[config.mk]
export PLATFORM = sky130hd
export DESIGN_NAME = vending_machine_multi_flat
export DESIGN_NICKNAME = d
export VERILOG_FILES = /design/src/rtl/vending_machine_multi_if.sv /design/src/rtl/vending_machine_multi.sv /design/src/flat_wrapper.sv
export SDC_FILE = /design/constraint.sdc
export NUM_CORES = 1
export LEC_CHECK = 0
export BUFFER_PORTS_ARGS = -buffer_cell sky130_fd_sc_hd__buf_2
export CAP_MARGIN = 20
export CORE_UTILIZATION = 54
export DETAILED_ROUTE_END_ITERATION = 6
export GPL_ROUTABILITY_DRIVEN = 0
export PLACE_DENSITY = 0.8
export SLEW_MARGIN = 0
export SYNTH_ARGS = -nofsm -noshare
export SYNTH_HDL_FRONTEND = slang
export SYNTH_SLANG_ARGS = --single-unit
export TNS_END_PERCENT = 10
[constraint.sdc]
create_clock -name clk -period 6.3 [get_ports clk]
set_input_delay 0.63 -clock clk [delete_from_list [all_inputs] [get_ports clk]]
set_output_delay 0.63 -clock clk [all_outputs]
set_load 0.005 [all_outputs]
[src/rtl/vending_machine_multi_if.sv]
// Bus between a vending controller and its front panel / coin mechanism.
// master : drives coin, sel_valid, sel, cancel, refill; observes the status outputs
// slave  : the controller; consumes the requests and drives out, item, chg_coin,
//          coin_rej, err, credit, busy
interface vending_machine_multi_if #(
  parameter int unsigned SEL_W    = 2,
  parameter int unsigned CREDIT_W = 8
);
  logic [1:0]          coin;
  logic                sel_valid;
  logic [SEL_W-1:0]    sel;
  logic                cancel;
  logic                refill;
  logic                out;
  logic [SEL_W-1:0]    item;
  logic [1:0]          chg_coin;
  logic                coin_rej;
  logic                err;
  logic [CREDIT_W-1:0] credit;
  logic                busy;

  modport master (
    output coin, sel_valid, sel, cancel, refill,
    input  out, item, chg_coin, coin_rej, err, credit, busy
  );

  modport slave (
    input  coin, sel_valid, sel, cancel, refill,
    output out, item, chg_coin, coin_rej, err, credit, busy
  );
endinterface

[src/rtl/vending_machine_multi.sv]
// Multi-product vending controller: three coin denominations, per-item prices
// and stock, cancel/refund, and greedy one-coin-per-cycle change payout.
// Ports:
//   clk  - rising-edge clock
//   rst  - synchronous active-high reset (forfeits credit, reloads stock)
//   bus  - vending_machine_multi_if.slave; requests in (coin, sel_valid, sel,
//          cancel, refill), registered status out (out, item, chg_coin,
//          coin_rej, err, credit, busy)
module vending_machine_multi #(
  parameter int unsigned CREDIT_W   = 8,
  parameter int unsigned NUM_ITEMS  = 4,
  parameter int unsigned SEL_W      = 2,
  parameter int unsigned STOCK_W    = 4,
  parameter int unsigned STOCK_INIT = 3,
  parameter int unsigned COIN1      = 5,
  parameter int unsigned COIN2      = 10,
  parameter int unsigned COIN3      = 25,
  parameter logic [NUM_ITEMS*CREDIT_W-1:0] PRICES = {8'd40, 8'd25, 8'd20, 8'd15},
  parameter int unsigned MAX_CREDIT = 95
) (
  input  logic clk,
  input  logic rst,
  vending_machine_multi_if.slave bus
);

  localparam int unsigned SUM_W = CREDIT_W + 1;

  localparam logic [1:0] IDLE   = 2'd0;
  localparam logic [1:0] VEND   = 2'd1;
  localparam logic [1:0] CHANGE = 2'd2;

  logic [1:0]          state_q, state_d;
  logic [CREDIT_W-1:0] credit_q, credit_d;
  logic [STOCK_W-1:0]  stock_q [NUM_ITEMS];
  logic [STOCK_W-1:0]  stock_d [NUM_ITEMS];
  logic                out_q, out_d;
  logic [SEL_W-1:0]    item_q, item_d;
  logic [1:0]          chg_q, chg_d;
  logic                rej_q, rej_d;
  logic                err_q, err_d;

  logic [SUM_W-1:0]    sum;
  logic [CREDIT_W-1:0] price;
  logic                sel_ok;
  logic                coin_in;

  // Value of a coin code.
  function automatic logic [CREDIT_W-1:0] coin_value(input logic [1:0] code);
    case (code)
      2'b01:   coin_value = CREDIT_W'(COIN1);
      2'b10:   coin_value = CREDIT_W'(COIN2);
      2'b11:   coin_value = CREDIT_W'(COIN3);
      default: coin_value = '0;
    endcase
  endfunction

  // Largest coin not exceeding the remaining credit.
  function automatic logic [1:0] pick_coin(input logic [CREDIT_W-1:0] c);
    if (c >= CREDIT_W'(COIN3))      pick_coin = 2'b11;
    else if (c >= CREDIT_W'(COIN2)) pick_coin = 2'b10;
    else if (c >= CREDIT_W'(COIN1)) pick_coin = 2'b01;
    else                            pick_coin = 2'b00;
  endfunction

  assign coin_in = (bus.coin != 2'b00);
  assign sum     = {1'b0, credit_q} + {1'b0, coin_value(bus.coin)};
  assign price   = PRICES[32'(bus.sel)*CREDIT_W +: CREDIT_W];
  assign sel_ok  = (32'(bus.sel) < NUM_ITEMS);

  // State and registered outputs.
  always_ff @(posedge clk) begin
    if (rst) begin
      state_q  <= IDLE;
      credit_q <= '0;
      out_q    <= 1'b0;
      item_q   <= '0;
      chg_q    <= 2'b00;
      rej_q    <= 1'b0;
      err_q    <= 1'b0;
      for (int unsigned i = 0; i < NUM_ITEMS; i++) stock_q[i] <= STOCK_W'(STOCK_INIT);
    end else begin
      state_q  <= state_d;
      credit_q <= credit_d;
      out_q    <= out_d;
      item_q   <= item_d;
      chg_q    <= chg_d;
      rej_q    <= rej_d;
      err_q    <= err_d;
      stock_q  <= stock_d;
    end
  end

  // Next state and next output values.
  // chg_d is the coin shown during the coming CHANGE cycle; credit keeps the
  // amount still owed before that coin and drops on the edge ending the cycle.
  always_comb begin
    state_d  = state_q;
    credit_d = credit_q;
    stock_d  = stock_q;
    out_d    = 1'b0;
    item_d   = item_q;
    chg_d    = 2'b00;
    rej_d    = 1'b0;
    err_d    = 1'b0;

    case (state_q)
      IDLE: begin
        if (bus.cancel && credit_q != '0) begin
          state_d = CHANGE;
          chg_d   = pick_coin(credit_q);
          rej_d   = coin_in;
        end else if (bus.sel_valid) begin
          // A selection owns the cycle even when refused, so a coin is returned.
          rej_d = coin_in;
          if (!sel_ok || stock_q[bus.sel] == '0 || credit_q < price) begin
            err_d = 1'b1;
          end else begin
            state_d              = VEND;
            credit_d             = credit_q - price;
            stock_d[bus.sel]     = stock_q[bus.sel] - STOCK_W'(1);
            out_d                = 1'b1;
            item_d               = bus.sel;
          end
        end else if (coin_in) begin
          if (sum <= SUM_W'(MAX_CREDIT)) credit_d = sum[CREDIT_W-1:0];
          else                           rej_d    = 1'b1;
        end
      end

      VEND: begin
        rej_d = coin_in;
        if (credit_q != '0) begin
          state_d = CHANGE;
          chg_d   = pick_coin(credit_q);
        end else begin
          state_d = IDLE;
        end
      end

      CHANGE: begin
        rej_d    = coin_in;
        credit_d = credit_q - coin_value(pick_coin(credit_q));
        if (credit_d == '0) state_d = IDLE;
        else                chg_d   = pick_coin(credit_d);
      end

      default: state_d = IDLE;
    endcase

    // Refill wins over a same-cycle vend decrement.
    if (bus.refill) begin
      for (int unsigned i = 0; i < NUM_ITEMS; i++) stock_d[i] = STOCK_W'(STOCK_INIT);
    end
  end

  assign bus.out      = out_q;
  assign bus.item     = item_q;
  assign bus.chg_coin = chg_q;
  assign bus.coin_rej = rej_q;
  assign bus.err      = err_q;
  assign bus.credit   = credit_q;
  assign bus.busy     = (state_q != IDLE);

endmodule
[src/flat_wrapper.sv]
// flat-port wrapper written by rule: the top's interface ports become plain ports
module vending_machine_multi_flat 
#(
  parameter int unsigned CREDIT_W   = 8,
  parameter int unsigned NUM_ITEMS  = 4,
  parameter int unsigned SEL_W      = 2,
  parameter int unsigned STOCK_W    = 4,
  parameter int unsigned STOCK_INIT = 3,
  parameter int unsigned COIN1      = 5,
  parameter int unsigned COIN2      = 10,
  parameter int unsigned COIN3      = 25,
  parameter logic [NUM_ITEMS*CREDIT_W-1:0] PRICES = {8'd40, 8'd25, 8'd20, 8'd15},
  parameter int unsigned MAX_CREDIT = 95
)
  (clk, rst, bus_coin, bus_sel_valid, bus_sel, bus_cancel, bus_refill, bus_out, bus_item, bus_chg_coin, bus_coin_rej, bus_err, bus_credit, bus_busy);
  vending_machine_multi_if #(.SEL_W(SEL_W), .CREDIT_W(CREDIT_W)) bus_i ();
  input  logic clk;
  input  logic rst;
  input wire logic [$bits(bus_i.coin)-1:0] bus_coin;
  input wire logic [$bits(bus_i.sel_valid)-1:0] bus_sel_valid;
  input wire logic [$bits(bus_i.sel)-1:0] bus_sel;
  input wire logic [$bits(bus_i.cancel)-1:0] bus_cancel;
  input wire logic [$bits(bus_i.refill)-1:0] bus_refill;
  output wire logic [$bits(bus_i.out)-1:0] bus_out;
  output wire logic [$bits(bus_i.item)-1:0] bus_item;
  output wire logic [$bits(bus_i.chg_coin)-1:0] bus_chg_coin;
  output wire logic [$bits(bus_i.coin_rej)-1:0] bus_coin_rej;
  output wire logic [$bits(bus_i.err)-1:0] bus_err;
  output wire logic [$bits(bus_i.credit)-1:0] bus_credit;
  output wire logic [$bits(bus_i.busy)-1:0] bus_busy;
  assign bus_i.coin = bus_coin;
  assign bus_i.sel_valid = bus_sel_valid;
  assign bus_i.sel = bus_sel;
  assign bus_i.cancel = bus_cancel;
  assign bus_i.refill = bus_refill;
  assign bus_out = bus_i.out;
  assign bus_item = bus_i.item;
  assign bus_chg_coin = bus_i.chg_coin;
  assign bus_coin_rej = bus_i.coin_rej;
  assign bus_err = bus_i.err;
  assign bus_credit = bus_i.credit;
  assign bus_busy = bus_i.busy;
  vending_machine_multi #(.CREDIT_W(CREDIT_W), .NUM_ITEMS(NUM_ITEMS), .SEL_W(SEL_W), .STOCK_W(STOCK_W), .STOCK_INIT(STOCK_INIT), .COIN1(COIN1), .COIN2(COIN2), .COIN3(COIN3), .PRICES(PRICES), .MAX_CREDIT(MAX_CREDIT)) u_core (.clk(clk), .rst(rst), .bus(bus_i));
endmodule
**Word-level counts from Yosys, hierarchy flattened**

Index checks and enable logic that the tools add are counted.

- Output and inout bits: 16
- Word-level logic and storage cells: 101
- Register bits after elaboration: 33
- Input bits: 9

- Equal/unequal tests: 15
- Magnitude comparators: 10
- Muxes and demuxes: 39
- Shifts and indexed selects: 1
- Add/sub/neg operators: 4
- Reductions and logical operators: 16
- Bitwise gates (word level): 5

Operators with widths:

| cell | count |
|---|---|
| 2-to-1 mux 8 bit | 6 |
| indexed part select 32 x 6 -> 8 bit (first input constant) | 1 |
| case mux 5 bit (3 select lines) | 2 |
| 2-to-1 mux 2 bit | 13 |
| bitwise mux 16 bit | 1 |
| >= comparator 8 x 3 -> 1 bit (second input constant) | 2 |
| >= comparator 8 x 4 -> 1 bit (second input constant) | 2 |
| >= comparator 8 x 5 -> 1 bit (second input constant) | 2 |
| case mux 8 bit (2 select lines) | 1 |
| subtractor 8 bit | 2 |
| 2-to-1 mux 4 bit | 3 |
| inequality test 3 x 2 -> 1 bit (second input constant) | 4 |
| case mux 2 bit (3 select lines) | 2 |
| equality test 2 bit (second input constant) | 5 |
| adder 8 x 5 -> 9 bit | 1 |
| <= comparator 9 x 7 -> 1 bit (second input constant) | 1 |
| binary-select mux 4 bit (select 2 bit) | 1 |
| demux 4 bit (select 2 bit) | 1 |
| logical NOT 8 bit | 1 |
| less-than comparator 8 bit | 1 |
| 2-to-1 mux 1 bit | 8 |
| nonzero test 8 bit | 1 |
| equality test 2 x 1 -> 1 bit (second input constant) | 3 |
| nonzero test 2 bit | 3 |
| 18 further kinds | 23 |

**Logic depth before layout (Yosys ltp)**

- Depth after elaboration: 15
- Depth in mapped cells: 13
- Gate-level depth less buffers: 13

**Worst setup path before layout**

Ideal clock, no wire load.

- Path type: flip-flop to flip-flop
- Start point: reg u_core.credit_q[3], in the netlist u_core.bus.credit[3]
- End point: reg u_core.state_q[0]
- Buffers on the path: 1
- Path slack: 2842 ps
- Arrival time: 3373 ps
- Cell stages (with the launch flop): 14
- Cell sequence: dfxtp_1 clkbuf_1 o21bai_1 o21ai_0 a221o_1 ha_1 fa_1 nand2b_1 a211oi_1 or4_1 nand4b_1 o41ai_2 a21oi_1 a211oi_1

- Word-level cells in the longest chain between the ends: 12
- Elaborated cells on any way between the ends: 24
- Those cells by class: add/sub: 1; order compare: 4; eq/ne: 6; mux: 8; reduce/logical: 5

Ends and longest elaborated chain:

| item | RTL line | RTL |
|---|---|---|
| start: declaration | vending_machine_multi.sv:33 | `logic [CREDIT_W-1:0] credit_q, credit_d;` |
| start signal: assignment | vending_machine_multi.sv:83 | `credit_q <= credit_d;` |
| >= comparator 8 x 3 -> 1 bit | vending_machine_multi.sv:61 | `else if (c >= CREDIT_W'(COIN1)) pick_coin = 2'b01;` |
| 2-to-1 mux 1 bit | vending_machine_multi.sv:61 |  |
| 2-to-1 mux 2 bit | vending_machine_multi.sv:60 | `else if (c >= CREDIT_W'(COIN2)) pick_coin = 2'b10;` |
| 2-to-1 mux 2 bit | vending_machine_multi.sv:59 | `if (c >= CREDIT_W'(COIN3)) pick_coin = 2'b11;` |
| 2-to-1 mux 2 bit | vending_machine_multi.sv:106 | `case (state_q)` |
| equality test 2 bit / equality test 2 x 1 -> 1 bit (equally long branches) | vending_machine_multi.sv:49 | `case (code)` |
| case mux 5 bit (3 select lines) | vending_machine_multi.sv:49 |  |
| 2-to-1 mux 8 bit | vending_machine_multi.sv:106 |  |
| subtractor 8 bit | vending_machine_multi.sv:142 | `credit_d = credit_q - coin_value(pick_coin(credit_q));` |
| logical NOT 8 bit | vending_machine_multi.sv:143 | `if (credit_d == '0) state_d = IDLE;` |
| inequality test 2 x 1 -> 1 bit (no source line) | n/a |  |
| AND reduction 3 bit (no source line) | n/a |  |
| end signal: assignment | vending_machine_multi.sv:82 | `state_q <= state_d;` |
| end: declaration | vending_machine_multi.sv:32 | `logic [1:0] state_q, state_d;` |

Several ways; a longest one is shown, not always the timed one. The select of a mux whose other input is x is not followed.
A chain may end at the register's enable or synchronous reset.

**Worst setup path in the final report**

- Start point: reg u_core.credit_q[1], in the netlist u_core.bus.credit[1]
- End point: reg u_core.state_q[0]

The elaborated chain is that of the path after synthesis.

==> report_table.html <==
<table>
<tr><th>Metric</th><th>Value</th></tr>
<tr><th colspan="2">Place</th></tr>
<tr><td>HPWL reported at the end of detailed placement</td><td>4.810 mm</td></tr>
<tr><td>IO Port Bufs</td><td>24</td></tr>
<tr><th colspan="2">Pwr</th></tr>
<tr><td>Leakage Power</td><td>1.344 nW</td></tr>
<tr><td>Total Power Consumption</td><td>0.001442 W</td></tr>
<tr><td>Pwr Density</td><td>481.8 nW/um^2</td></tr>
<tr><td>Maximum vdd drop</td><td>about 0.38 mV</td></tr>
<tr><th colspan="2">Floorplan</th></tr>
<tr><td>Effective utilization at floorplan</td><td>between 50% and 60%</td></tr>
<tr><td>DIE AREA</td><td>5337 sq um</td></tr>
<tr><td>Ports placed on the boundary</td><td>25</td></tr>
<tr><td>Area inside the core boundary</td><td>4786 sq um</td></tr>
<tr><td>Horizontal die dimension</td><td>73.06 um</td></tr>
<tr><td>Cell Rows</td><td>25</td></tr>
<tr><td>DIE HEIGHT</td><td>about 73 um</td></tr>
<tr><th colspan="2">Yosys</th></tr>
<tr><td>Post-synthesis cell count</td><td>327</td></tr>
<tr><td>Number of synthesized register bits</td><td>33</td></tr>
<tr><td>Share of the synthesized netlist area taken by xor and xnor gates</td><td>3.855%</td></tr>
<tr><td>Post-Syn Nets</td><td>364</td></tr>
<tr><td>Simple-gate portion of the synthesized area</td><td>between 20% and 30%</td></tr>
<tr><td>Share of synthesized cell area in full adder, half adder and majority cells</td><td>a little over an eighth</td></tr>
<tr><td>Avg Synthesized Cell Area</td><td>8.338 sq um</td></tr>
<tr><td>Number of flops mapped to enable cells by yosys</td><td>0</td></tr>
<tr><td>Sequential share of the synthesized area</td><td>24.23%</td></tr>
<tr><td>Area of the mapped netlist</td><td>2726 sq um</td></tr>
<tr><td>Top FF cell, synth</td><td>sky130_fd_sc_hd__dfxtp_1</td></tr>
<tr><td>Number of different library cells in the post-synthesis netlist</td><td>60</td></tr>
<tr><td>Multiplexer share of the synthesized area</td><td>7.756%</td></tr>
<tr><td>Total number of yosys warnings</td><td>0</td></tr>
<tr><td>Dominant combinational cell family by area after synthesis</td><td>compound AO/OA/AOI/OAI gates</td></tr>
<tr><td>Share of the synthesized area in compound gates (AO/OA/AOI/OAI)</td><td>25.06%</td></tr>
<tr><td>Async SR Flop Fraction</td><td>0%</td></tr>
<tr><th colspan="2">Clock tree</th></tr>
<tr><td>Insertion delay of the later-clocked pin in the worst-skew pair</td><td>~0.29 ns</td></tr>
<tr><td>CTS Root Buffer Type</td><td>sky130_fd_sc_hd__clkbuf_8</td></tr>
<tr><td>Maximum buffer depth of the clock tree</td><td>2</td></tr>
<tr><td>Number of buffers inserted by post-CTS setup repair</td><td>0</td></tr>
<tr><td>CTS tree</td><td>yes</td></tr>
<tr><td>H-Tree Level Count</td><td>2</td></tr>
<tr><td>Clock sink count</td><td>33</td></tr>
<tr><td>Number of buffers added by the clock tree synthesis step</td><td>5</td></tr>
<tr><td>Hold_buf cts</td><td>0</td></tr>
<tr><td># resized after CTS</td><td>0</td></tr>
<tr><td>CTS clk-pin slew, worst paths</td><td>0.07 ns</td></tr>
<tr><th colspan="2">Critical path</th></tr>
<tr><td>Kind of capture point of the worst setup path</td><td>flop</td></tr>
<tr><td>Worst reg-to-reg path cell count</td><td>13</td></tr>
<tr><td>Start of the worst register-to-register path</td><td>u_core.bus.credit[1]$_SDFFE_PP0P_</td></tr>
<tr><td>Critical Path Slowest Stage Cell</td><td>sky130_fd_sc_hd__o41ai_2</td></tr>
<tr><td>Kind of start point of the critical path</td><td>flop</td></tr>
<tr><td>Cell breakdown of the critical path</td><td>inv_1, nand2_1, o21ai_0, a221o_1, ha_1, fa_1, nand2b_1, a211oi_1, or4_1, nand4b_1, o41ai_2, a21oi_1, a211oi_1</td></tr>
<tr><td>Reg-to-reg critical path endpoint</td><td>u_core.state_q[0]$_SDFFE_PP0P_</td></tr>
<tr><td>Data required time of the critical path</td><td>~6.5 ns</td></tr>
<tr><td>Cell type group with the largest total delay on the critical path</td><td>compound AO/OA/AOI/OAI gates</td></tr>
<tr><td>Worst path max stage delay</td><td>about 0.57 ns</td></tr>
<tr><td>Worst setup slack for register-to-register paths</td><td>2.43 ns</td></tr>
<tr><td>Worst-path maximum fanout</td><td>10</td></tr>
<tr><td>Worst path buffer plus inverter count</td><td>1</td></tr>
<tr><td>Path type of the worst setup path</td><td>reg -&gt; reg</td></tr>
<tr><td>Crit-path most repeated cell</td><td>sky130_fd_sc_hd__a211oi_1</td></tr>
<tr><td>Critical Path AT</td><td>4.07 ns</td></tr>
<tr><th colspan="2">Global routing</th></tr>
<tr><td>Vias in the first global route</td><td>about 2200</td></tr>
<tr><td>Final global-route overflow total</td><td>0</td></tr>
<tr><td>Overall routing resource usage</td><td>26.70%</td></tr>
<tr><td>Global-route wire length before repair</td><td>10.90 mm</td></tr>
<tr><td>Pin count of the biggest net entering global routing</td><td>23</td></tr>
<tr><td>Initial antenna violation count</td><td>0</td></tr>
<tr><th colspan="2">Timing</th></tr>
<tr><td>RSZ-0062 raised after global routing</td><td>no</td></tr>
<tr><td>Worst-case clock skew</td><td>0.006276 ns</td></tr>
<tr><td>Timing-limited maximum frequency</td><td>approximately 260 MHz</td></tr>
<tr><td>Worst slew pin tran</td><td>1.069 ns</td></tr>
<tr><td>Setup TNS</td><td>0 ns</td></tr>
<tr><td>Period minus WS final</td><td>between 3 and 4 ns</td></tr>
<tr><td>Final-report setup violation count</td><td>0</td></tr>
<tr><td>Final number of hold-violating endpoints</td><td>0</td></tr>
<tr><td>Number of pins with negative max-slew slack in the final report</td><td>0</td></tr>
<tr><td>Max transition margin</td><td>between 20% and 30%</td></tr>
<tr><td>Ratio of final minimum period to clock period</td><td>61.40%</td></tr>
<tr><th colspan="2">Detailed routing</th></tr>
<tr><td>Total wire length</td><td>6.490 mm</td></tr>
<tr><td>Final routed DRC violation total</td><td>0</td></tr>
<tr><td>Post-route ant nets</td><td>0</td></tr>
<tr><td>Iteration count of the initial detailed-routing pass</td><td>5</td></tr>
<tr><td>Number of vias per cell after detailed routing</td><td>6.024</td></tr>
<tr><td>Detailed-route wire length per cell</td><td>15.71 um</td></tr>
<tr><td>Via count of the routed design</td><td>roughly 2500</td></tr>
<tr><td>DRC violation total after the first TritonRoute iteration</td><td>between 150 and 200</td></tr>
<tr><th colspan="2">Cells and area</th></tr>
<tr><td>Core utilization of the finished layout</td><td>between 60% and 70%</td></tr>
<tr><td>Number of antenna diodes</td><td>0</td></tr>
<tr><td>Most frequent cells in the layout</td><td>35 x sky130_fd_sc_hd__nor2_1, 33 x sky130_fd_sc_hd__dfxtp_1, 29 x sky130_fd_sc_hd__nand2_1</td></tr>
<tr><td>Share of layout cells above drive strength 1</td><td>13.58%</td></tr>
<tr><td>Leading cell type in the layout, fill and taps excluded</td><td>sky130_fd_sc_hd__nor2_1</td></tr>
<tr><td>Number of nets in the layout</td><td>382</td></tr>
<tr><td>Synth-to-Final Area Change</td><td>9.775%</td></tr>
<tr><th colspan="2">Min path</th></tr>
<tr><td>Worst hold path startpoint</td><td>u_core.stock_q[6]$_SDFFE_PP0P_</td></tr>
<tr><td>Class of the tightest hold or removal check</td><td>reg -&gt; reg</td></tr>
<tr><td>Hold Crit Endpoint</td><td>u_core.stock_q[6]$_SDFFE_PP0P_</td></tr>
<tr><td>Hold-critical path depth</td><td>2</td></tr>
<tr><th colspan="2">Run status</th></tr>
<tr><td>Result of the run</td><td>finished, final reports clean</td></tr>
<tr><th colspan="2">Job</th></tr>
<tr><td>Max cap viols</td><td>0</td></tr>
</table>
## tightest hold or removal path, stage by stage, from the launching register on
cell and delay [ns]:
sky130_fd_sc_hd__dfxtp_1 0.31, sky130_fd_sc_hd__nand2_1 0.05, sky130_fd_sc_hd__a21oi_1 0.06
## cell type report
cell class                 count  area [sq um]
clock buffer                   7         86.33
clock inverter                 1         30.03
fill                         411          1793
inverter                      20         75.07
multi-input combinational    261          1937
sequential                    33         660.6
tap                           67         83.83
timing repair buffer          24         120.1
## registers in the layout, indices dropped and copies added, names as in the netlist
| name | cells |
|---|---|
| u_core.bus.out | 1 |
| u_core.bus.err | 1 |
| u_core.bus.chg_coin | 2 |
| u_core.stock_q | 16 |
| u_core.bus.item | 2 |
| u_core.bus.coin_rej | 1 |
| u_core.state_q | 2 |
| u_core.bus.credit | 8 |
## power by group
| part | switching (W) | internal, W | total, W |
|---|---|---|---|
| registers | 0.0000546 | 0.000243 | 0.000297 |
| logic | 0.000554 | 0.000379 | 0.000933 |
| clock network | 0.0000825 | 0.000129 | 0.000212 |
## cell families after synthesis
kind of cell,Yosys count
xor+xnor,12
buf+inv,33
fa+ha+maj,28
compound gates,92
flops,33
simple gates,113
mux,16
## worst max-delay path by stage
stage,end,depth (start not counted),slack [ns],startpoint
2_1_floorplan,u_core.state_q[0]$_SDFFE_PP0P_,13,2.84,u_core.bus.credit[3]$_SDFFE_PP0P_
3_3_place_gp,u_core.state_q[1]$_SDFFE_PP0P_,13,2.65,u_core.bus.credit[1]$_SDFFE_PP0P_
3_5_place_dp,u_core.state_q[1]$_SDFFE_PP0P_,13,2.51,u_core.bus.credit[1]$_SDFFE_PP0P_
4_1_cts,u_core.state_q[0]$_SDFFE_PP0P_,13,2.47,u_core.bus.credit[1]$_SDFFE_PP0P_
5_1_grt,u_core.state_q[1]$_SDFFE_PP0P_,13,2.14,u_core.bus.credit[1]$_SDFFE_PP0P_
6_report,u_core.state_q[0]$_SDFFE_PP0P_,13,2.43,u_core.bus.credit[1]$_SDFFE_PP0P_
## metrics by stage
step	setup WS, ns	cell area [sq um]	cells	hold WS (ns)
6_report	2.432	2993	413	0.4657
5_1_grt	2.141	2993	413	0.4969
4_1_cts	2.474	2993	413	0.4639
3_5_place_dp	2.509	2877	405	0.4670
3_3_place_gp	2.655	2877	405	0.4425
2_1_floorplan	2.842	2726	327	0.4331
## per-layer routing
metal | GRT usage, % | part of all wire (%)
met5 | 0 | 0
met4 | 8.279 | 1.8
met3 | 4.972 | 6.7
met2 | 40.23 | 44
met1 | 38.41 | 48
## synth_stat cells (all sizes together) (5+ instances only)
cell / number / area, sq um
nor2: 35 / 131.4
nand2: 29 / 108.9
dfxtp: 33 / 660.6
a21oi: 15 / 75.07
nor3: 9 / 56.31
clkbuf: 10 / 37.54
o211ai: 8 / 60.06
inv: 20 / 75.07
xnor2: 8 / 70.07
o21ai: 19 / 98.84
nand3: 5 / 25.02
nor2b: 8 / 50.05
ha: 25 / 312.8
mux2i: 11 / 110.1
a211oi: 11 / 82.58
No activity file was read; power rests on OpenSTA's default activity.
